File: config.mk
export PLATFORM = sky130hd
export DESIGN_NAME = ss_sequencer
export DESIGN_NICKNAME = d
export VERILOG_FILES = /design/src/rtl/ss_sequencer_pkg.sv /design/src/rtl/ss_slot_timer.sv /design/src/rtl/ss_sequencer.sv
export SDC_FILE = /design/constraint.sdc
export NUM_CORES = 1
export LEC_CHECK = 0
export BUFFER_PORTS_ARGS = -buffer_cell sky130_fd_sc_hd__buf_2
export CORE_MARGIN = 2
export CORE_UTILIZATION = 46
export CTS_BUF_LIST = sky130_fd_sc_hd__clkbuf_8
export DETAILED_ROUTE_END_ITERATION = 12
export PLACE_DENSITY = 0.74
export SLEW_MARGIN = 20
export SYNTH_ARGS = -nofsm -noshare
export SYNTH_HDL_FRONTEND = slang
export SYNTH_SLANG_ARGS = --single-unit
File: constraint.sdc
create_clock -name clk -period 2.2 [get_ports clk]
set_input_delay 0.22 -clock clk [delete_from_list [all_inputs] [get_ports clk]]
set_output_delay 0.22 -clock clk [all_outputs]
set_load 0.1 [all_outputs]
File: src/rtl/ss_sequencer_pkg.sv
// Shared mapper save-state definitions: slot/data widths and the
// sequencer state encoding.
package ss_sequencer_pkg;

    localparam int SS_SLOT_W    = 8;
    localparam int SS_DATA_W    = 8;
    localparam int SS_MAX_SLOTS = 1 << SS_SLOT_W;

    typedef enum logic [2:0] {
        ST_IDLE,
        ST_SETUP,
        ST_STROBE,
        ST_NEXT,
        ST_DONE
    } ss_state_e;

endpackage

File: src/rtl/ss_slot_timer.sv
// Per-phase cycle down-counter for the save-state sequencer; reports
// expiry on the final cycle of the loaded phase length.
module ss_slot_timer #(
    parameter int CNT_W = 8
) (
    input  logic             clk,
    input  logic             rst_n,
    input  logic             load,
    input  logic [CNT_W-1:0] load_val,
    output logic             expired
);

    logic [CNT_W-1:0] cnt;

    // NOTE: sequential state uses non-blocking assignments only, so every
    // flop samples pre-edge values regardless of block ordering.
    always_ff @(posedge clk or negedge rst_n) begin
        if (!rst_n) begin
            cnt <= '0;
        end else if (load) begin
            cnt <= load_val;
        end else if (cnt != '0) begin
            cnt <= cnt - CNT_W'(1);
        end
    end

    assign expired = (cnt == '0);

endmodule

File: src/rtl/ss_sequencer.sv
// Save-state sequencer: walks every mapper slot, copying mapper registers
// into the buffer (save) or buffer contents back into the mapper (load).
module ss_sequencer
    import ss_sequencer_pkg::*;
#(
    parameter int NUM_SLOTS = 128,
    parameter int SETUP_CYC = 2,
    parameter int STRB_CYC  = 2
) (
    input  logic                 clk,
    input  logic                 rst_n,
    input  logic                 start,
    input  logic                 dir,
    input  logic                 abort,
    output logic                 busy,
    output logic                 done,
    output logic                 err,
    output logic                 ss_act,
    output logic                 ss_we,
    output logic [SS_SLOT_W-1:0] ss_addr,
    output logic [SS_DATA_W-1:0] ss_wdat,
    input  logic [SS_DATA_W-1:0] ss_rdat,
    output logic [SS_SLOT_W-1:0] mem_addr,
    output logic                 mem_we,
    output logic [SS_DATA_W-1:0] mem_wdat,
    input  logic [SS_DATA_W-1:0] mem_rdat
);

    if (NUM_SLOTS < 1 || NUM_SLOTS > SS_MAX_SLOTS) begin : g_bad_num_slots
        $error("ss_sequencer: NUM_SLOTS must be in 1..%0d", SS_MAX_SLOTS);
    end
    if (SETUP_CYC < 2 || SETUP_CYC > SS_MAX_SLOTS) begin : g_bad_setup_cyc
        $error("ss_sequencer: SETUP_CYC must be in 2..%0d", SS_MAX_SLOTS);
    end
    if (STRB_CYC < 1 || STRB_CYC > SS_MAX_SLOTS) begin : g_bad_strb_cyc
        $error("ss_sequencer: STRB_CYC must be in 1..%0d", SS_MAX_SLOTS);
    end

    localparam logic [SS_SLOT_W-1:0] LAST_SLOT  = SS_SLOT_W'(NUM_SLOTS - 1);
    localparam logic [SS_SLOT_W-1:0] SETUP_LOAD = SS_SLOT_W'(SETUP_CYC - 1);
    localparam logic [SS_SLOT_W-1:0] STRB_LOAD  = SS_SLOT_W'(STRB_CYC - 1);

    ss_state_e              state_q, state_d;
    logic                   dir_q;
    logic [SS_SLOT_W-1:0]   slot_q;
    logic                   accept, slot_inc, capture;
    logic                   tmr_load, tmr_expired;
    logic [SS_SLOT_W-1:0]   tmr_val;

    ss_slot_timer #(
        .CNT_W (SS_SLOT_W)
    ) u_slot_timer (
        .clk      (clk),
        .rst_n    (rst_n),
        .load     (tmr_load),
        .load_val (tmr_val),
        .expired  (tmr_expired)
    );

    // NOTE: every always_comb output gets a default first so no path can
    // leave it unassigned and infer a latch.
    always_comb begin
        state_d  = state_q;
        accept   = 1'b0;
        slot_inc = 1'b0;
        capture  = 1'b0;
        tmr_load = 1'b0;
        tmr_val  = '0;
        case (state_q)
            ST_IDLE: begin
                if (start) begin
                    accept   = 1'b1;
                    tmr_load = 1'b1;
                    tmr_val  = SETUP_LOAD;
                    state_d  = ST_SETUP;
                end
            end
            ST_SETUP: begin
                // Last setup cycle: mem_rdat/ss_rdat are settled for this slot.
                if (tmr_expired) begin
                    capture  = 1'b1;
                    tmr_load = 1'b1;
                    tmr_val  = dir_q ? STRB_LOAD : '0;
                    state_d  = ST_STROBE;
                end
            end
            ST_STROBE: begin
                if (tmr_expired) begin
                    state_d = ST_NEXT;
                end
            end
            ST_NEXT: begin
                // Abort is only honoured here, so a started strobe always finishes.
                if (slot_q == LAST_SLOT || abort) begin
                    state_d = ST_DONE;
                end else begin
                    slot_inc = 1'b1;
                    tmr_load = 1'b1;
                    tmr_val  = SETUP_LOAD;
                    state_d  = ST_SETUP;
                end
            end
            ST_DONE: begin
                state_d = ST_IDLE;
            end
            default: begin
                state_d = ST_IDLE;
            end
        endcase
    end

    always_ff @(posedge clk or negedge rst_n) begin
        if (!rst_n) begin
            state_q  <= ST_IDLE;
            dir_q    <= 1'b0;
            slot_q   <= '0;
            ss_wdat  <= '0;
            mem_wdat <= '0;
        end else begin
            state_q <= state_d;
            if (accept) begin
                dir_q  <= dir;
                slot_q <= '0;
            end else if (slot_inc) begin
                slot_q <= slot_q + SS_SLOT_W'(1);
            end
            if (capture) begin
                if (dir_q) begin
                    ss_wdat <= mem_rdat;
                end else begin
                    mem_wdat <= ss_rdat;
                end
            end
        end
    end

    // Decoded from the state register so reset clears them immediately.
    assign busy     = (state_q inside {ST_SETUP, ST_STROBE, ST_NEXT});
    assign ss_act   = busy;
    assign done     = (state_q == ST_DONE);
    assign err      = start && (state_q != ST_IDLE);
    assign ss_we    = (state_q == ST_STROBE) && dir_q;
    assign mem_we   = (state_q == ST_STROBE) && !dir_q;
    assign ss_addr  = slot_q;
    assign mem_addr = slot_q;

endmodule

### Word level (Yosys, flattened, before mapping)

Index checks and enable logic that the tools add are counted.

* add/subtract/negate cells: 2
* eq/ne operators: 8
* muxes and demuxes: 21
* bitwise operators: 1
* reduce and logical (&&, ||, !) cells: 15

Operator list (number)
* 8-bit two-way mux: 4
* 3-bit two-way mux: 4
* 3-bit one-hot mux with 4 select lines: 1
* 1-bit two-way mux: 10
* 8-bit by 1-bit adder with 8-bit output (second input constant): 1
* 8-bit by 7-bit == test with 1-bit output (second input constant): 1
* 8-bit zero test: 1
* 8-bit nonzero test: 1
* 8-bit by 1-bit subtractor with 8-bit output (second input constant): 1
* 3-bit by 2-bit == test with 1-bit output (second input constant): 2
* 2-bit != test (second input constant): 3
* 1-bit one-hot mux with 3 select lines: 2
* 3-bit nonzero test: 2
* 2-bit AND reduction: 2
* 2-bit nonzero test: 2
* 3-bit by 1-bit == test with 1-bit output (second input constant): 1
* 3-bit == test (second input constant): 1
* 1-bit logical AND: 3
* 3-bit zero test: 1
* 3-bit AND reduction: 1
* 1-bit zero test: 1
* 1-bit logical OR: 1
* 1-bit inverter: 1

* flip-flop bits (word level): 36
* input port bits: 21
* output and inout port bits: 38
* word-level logic and storage cells: 53

### Depth between registers and ports, before layout

* depth after elaboration: 6
* mapped depth: 6
* mapped depth without buffers: 6

### Cells and area by module

Synthesis repeated with hierarchy kept, for this count alone.

* cell total of the unflattened synthesis: 175
* area, all modules: 1856.8 um^2

By module, submodules not included
* ss_sequencer: instances 1, cells each 121, area each 1380.1 um^2, sequential area each 700.7 um^2
* ss_slot_timer: instances 1, cells each 54, area each 476.7 um^2, sequential area each 200.2 um^2

### Worst setup path before layout

OpenSTA, ideal clock, no wires.

* path kind: register to output
* start: register state_q[0]
* end: output port ss_we
* arrival: 2875 ps
* required time: 1980 ps
* path slack: -895 ps
* cell stages (with the launch flop): 4
* path buffers: 1
* cell sequence: dfrtp_1 buf_2 nand2b_1 nor3b_1

* longest elaborated chain between the ends: 2

RTL lines
* from (decl): line ss_sequencer.sv:43 `ss_state_e state_q, state_d;`
* from (signal assigned): line ss_sequencer.sv:120 `state_q <= state_d;`
* 3-bit by 2-bit == test with 1-bit output: line ss_sequencer.sv:142 `assign ss_we = (state_q == ST_STROBE) && dir_q;`
* 1-bit logical AND: line ss_sequencer.sv:142
* to (decl): line ss_sequencer.sv:19 `output logic ss_we,`

No other way between the ends.

### Worst setup path after layout

* start: register u_slot_timer.cnt[0]
* end: register mem_wdat[4]

* longest elaborated chain between the ends: 4

RTL lines
* from (decl): line ss_slot_timer.sv:13 `logic [CNT_W-1:0] cnt;`
* from (signal assigned): line ss_slot_timer.sv:21 `cnt <= load_val;`
* from (signal assigned): line ss_slot_timer.sv:23 `cnt <= cnt - CNT_W'(1);`
* 8-bit zero test: line ss_slot_timer.sv:27 `assign expired = (cnt == '0);`
* 1-bit two-way mux: line ss_sequencer.sv:80 `if (tmr_expired) begin`
* 1-bit two-way mux: line ss_sequencer.sv:69 `case (state_q)`
* 2-bit AND reduction (no line)
* to (signal assigned): line ss_sequencer.sv:131 `mem_wdat <= ss_rdat;`
* to (decl): line ss_sequencer.sv:25 `output logic [SS_DATA_W-1:0] mem_wdat,`

No other way between the ends.
A chain may end at the register's enable or synchronous reset.

==> impl_metrics.env <==
export IMPL_outcome="finished clean"
export IMPL_clk_latency_ps=290
export IMPL_hold_path_class="in -> async"
export IMPL_routed_wl_mm=3.422
export IMPL_yosysSeqAreaShare_pct=49.69
export IMPL_rsz0062_at_grt="no"
export IMPL_setup_violations_final=0
export IMPL_cts_max_level=2
export IMPL_skew_ps=4.550
export IMPL_max_freq_mhz=500.0
export IMPL_die_area_um2=4460
export IMPL_synth_xor_area_share_pct=1.449
export IMPL_cts_reportedPaths_clkPinSlew_ps=70
export IMPL_cts_tree="yes"
export IMPL_grt_busiest_layer="met2"
export IMPL_slew_violations=0
export IMPL_worstPathArrival_ps=2170
export IMPL_avgSynthCellArea_um2=10.99
export IMPL_cts_sinks=36
export IMPL_r2r_end="mem_wdat[4]"
export IMPL_grt_use_met3_pct=4.561
export IMPL_synth_top_cells_by_area="dfrtp_1 50%, mux2_1 9.9%, buf_4 4.1%"
export IMPL_hold_viol_final=0
export IMPL_async_flop_share_pct=100.0
export IMPL_max_cap_violations=0
export IMPL_ctsHoldBuffers=0
export IMPL_syn_nets=189
export IMPL_nets=241
export IMPL_worstMarginPinSlew_ps=772.5
export IMPL_crit_type="reg -> reg"
export IMPL_core_area_um2=3716
export IMPL_worst_path_max_fanout=9
export IMPL_reg2regPathDepth=6
export IMPL_grt_start_max_net_pins=37
export IMPL_via_per_inst=5.132
export IMPL_min_period_over_period_pct=90.90
export IMPL_synthCells=165
export IMPL_synth_most_common_cell="dfrtp_1"
export IMPL_hold_slack_ps=5.173
export IMPL_syn_cell_area_um2=1813
export IMPL_clockBufferDepth=2
export IMPL_grt_usage_pct=17.22
export IMPL_relSlewSlack_pct=48.50
export IMPL_ys_flop_type="dfrtp_1"
export IMPL_endpoint="mem_wdat[4]"
export IMPL_overflow=0
export IMPL_post_cts_buffers=0
export IMPL_num_fill_cells=326
export IMPL_start_util_pct=48.79
export IMPL_hpwl_mm=2.572
export IMPL_grt_util_met1_pct=19.24
export IMPL_drc=0
export IMPL_setup_worst_path_start="u_slot_timer.cnt[0]"
export IMPL_drive_gt1_share_pct=38.07
export IMPL_cp_start_kind="flop"
export IMPL_synth_top_family_by_area="simple AND/OR/NAND/NOR gates"
export IMPL_r2r_slack_ps=200
export IMPL_fin_setup_tns_ps=0
export IMPL_place_gp_congestion=0.7434
export IMPL_areaGrowthSynthToFinish_pct=20.08
export IMPL_yosys_area_share_simple_pct=20.50
export IMPL_end_kind="flop"
export IMPL_first_pass_iters=4
export IMPL_ys_types=41
export IMPL_drt_iter0_markers=103
export IMPL_fin_crit_ps=2000
export IMPL_synthTopCellsByCount="36 x dfrtp_1, 16 x mux2_1, 14 x nand2_1"
export IMPL_ctsResizeCount=0
export IMPL_yosysTopAreaCell="dfrtp_1"
export IMPL_synth_edff_count=0
export IMPL_synth_mux_area_share_pct=11.04
export IMPL_fp_dieH_um=66.78
export IMPL_yosys_warnings=0
export IMPL_avgRoutedWirePerCell_um=12.86
export IMPL_numPortBuffers=58
export IMPL_ys_seq_elements=36
export IMPL_n_antenna_cell=0
export IMPL_die_w_um=66.78
export IMPL_numCtsBuffers=5
export IMPL_synth_compound_area_share_pct=9.110
export IMPL_drtAntennaViolNets=0
export IMPL_grt_pass1_vias=1328
export IMPL_timing_rr_start="u_slot_timer.cnt[0]"
export IMPL_cts_root_buf="clkbuf_8"
export IMPL_grt_pass1_wl_mm=5.740
export IMPL_row_count=22
export IMPL_grt_util_met2_pct=30.88
export IMPL_antenna_found_initial=0
export IMPL_ioPinCount=59
export IMPL_yosys_area_top_type_share_pct=49.69
export IMPL_critical_path_required_ps=2370
export IMPL_vias=1365
export IMPL_synth_fa_ha_area_share_pct=2.070
[layout by cell type, fill, tap and decap left out, types with 2 or more instances in the layout]
master,instances
buf_2,58
dfrtp_1,31
mux2_1,16
nand2_1,14
a21oi_1,12
nor2_1,11
clkbuf_8,5
dfrtp_2,5
nor3_1,4
nand3_1,4
or4_1,4
inv_1,3
o31ai_1,3
xnor2_1,3
o21ai_0,3
or3_1,3
ha_1,3
nand2b_1,2
and2_1,2
nor2b_1,2
nand4_1,2
mux2i_1,2
nand3b_1,2
clkinv_2,2
[layer usage]
layer / vias up / wire, um
met5: - / 0
met4: 0 / 48
met3: 5 / 126
met2: 22 / 1727
met1: 657 / 1519
li1: 681 / -
[final cells by class]
| type | instances | area [um2] | share of cell area, % |
|---|---|---|---|
| clock buffers | 5 | 68.82 | 3.161 |
| clock inverters | 3 | 18.77 | 0.8621 |
| inverters | 3 | 11.26 | 0.5172 |
| multi-input cells | 112 | 813.3 | 37.36 |
| flip-flops and latches | 36 | 907.1 | 41.67 |
| well taps | 48 | 60.06 | 2.759 |
| repair buffers | 59 | 297.8 | 13.68 |
[flip-flops by register name, summed over array words and instances (netlist names)]
name	cells
u_slot_timer.cnt	8
ss_wdat	8
state_q	3
mem_wdat	8
mem_addr	8
dir_q	1
[worst max-delay path, stage by stage, from the launching register on]
cell	delay, ps
dfrtp_1	390
inv_1	120
ha_1	160
nor3b_4	330
nand4_1	250
nor2_4	270
mux2_1	360
[through the flow]
stage                     util [%]  area (um2)  instances  setup slack [ps]
after global placement       56.23        2090        258             268.2
after global routing         58.59        2177        266             6.995
after CTS                    58.59        2177        266             190.9
after detailed placement     56.23        2090        258             201.4
final                        58.59        2177        266             200.1
after floorplan                  -        1832        165             13.36
[how the worst min path moves through the flow]
stage                      from             endpoint  slack (ps)  cells after the start
after floorplan           rst_n                dir_q         -80                      0
after global placement    rst_n           ss_wdat[7]         350                      1
after detailed placement  rst_n           ss_wdat[3]         350                      1
after CTS                 rst_n          mem_wdat[1]          30                      1
after global routing      rst_n  u_slot_timer.cnt[5]          60                      1
final                     rst_n           ss_wdat[3]           5                      1
[cell families after synthesis]
logic type	Yosys count
adders and majority gates	3
muxes	18
DFF	36
AOI/OAI and AO/OA	25
xor gates and xnor gates	3
and+or+nand+nor	63
buffers and inverters	17
Power is left out: the tool's default activity adds up to more than one toggle a clock period on the data nets, which glitch-free logic cannot reach.
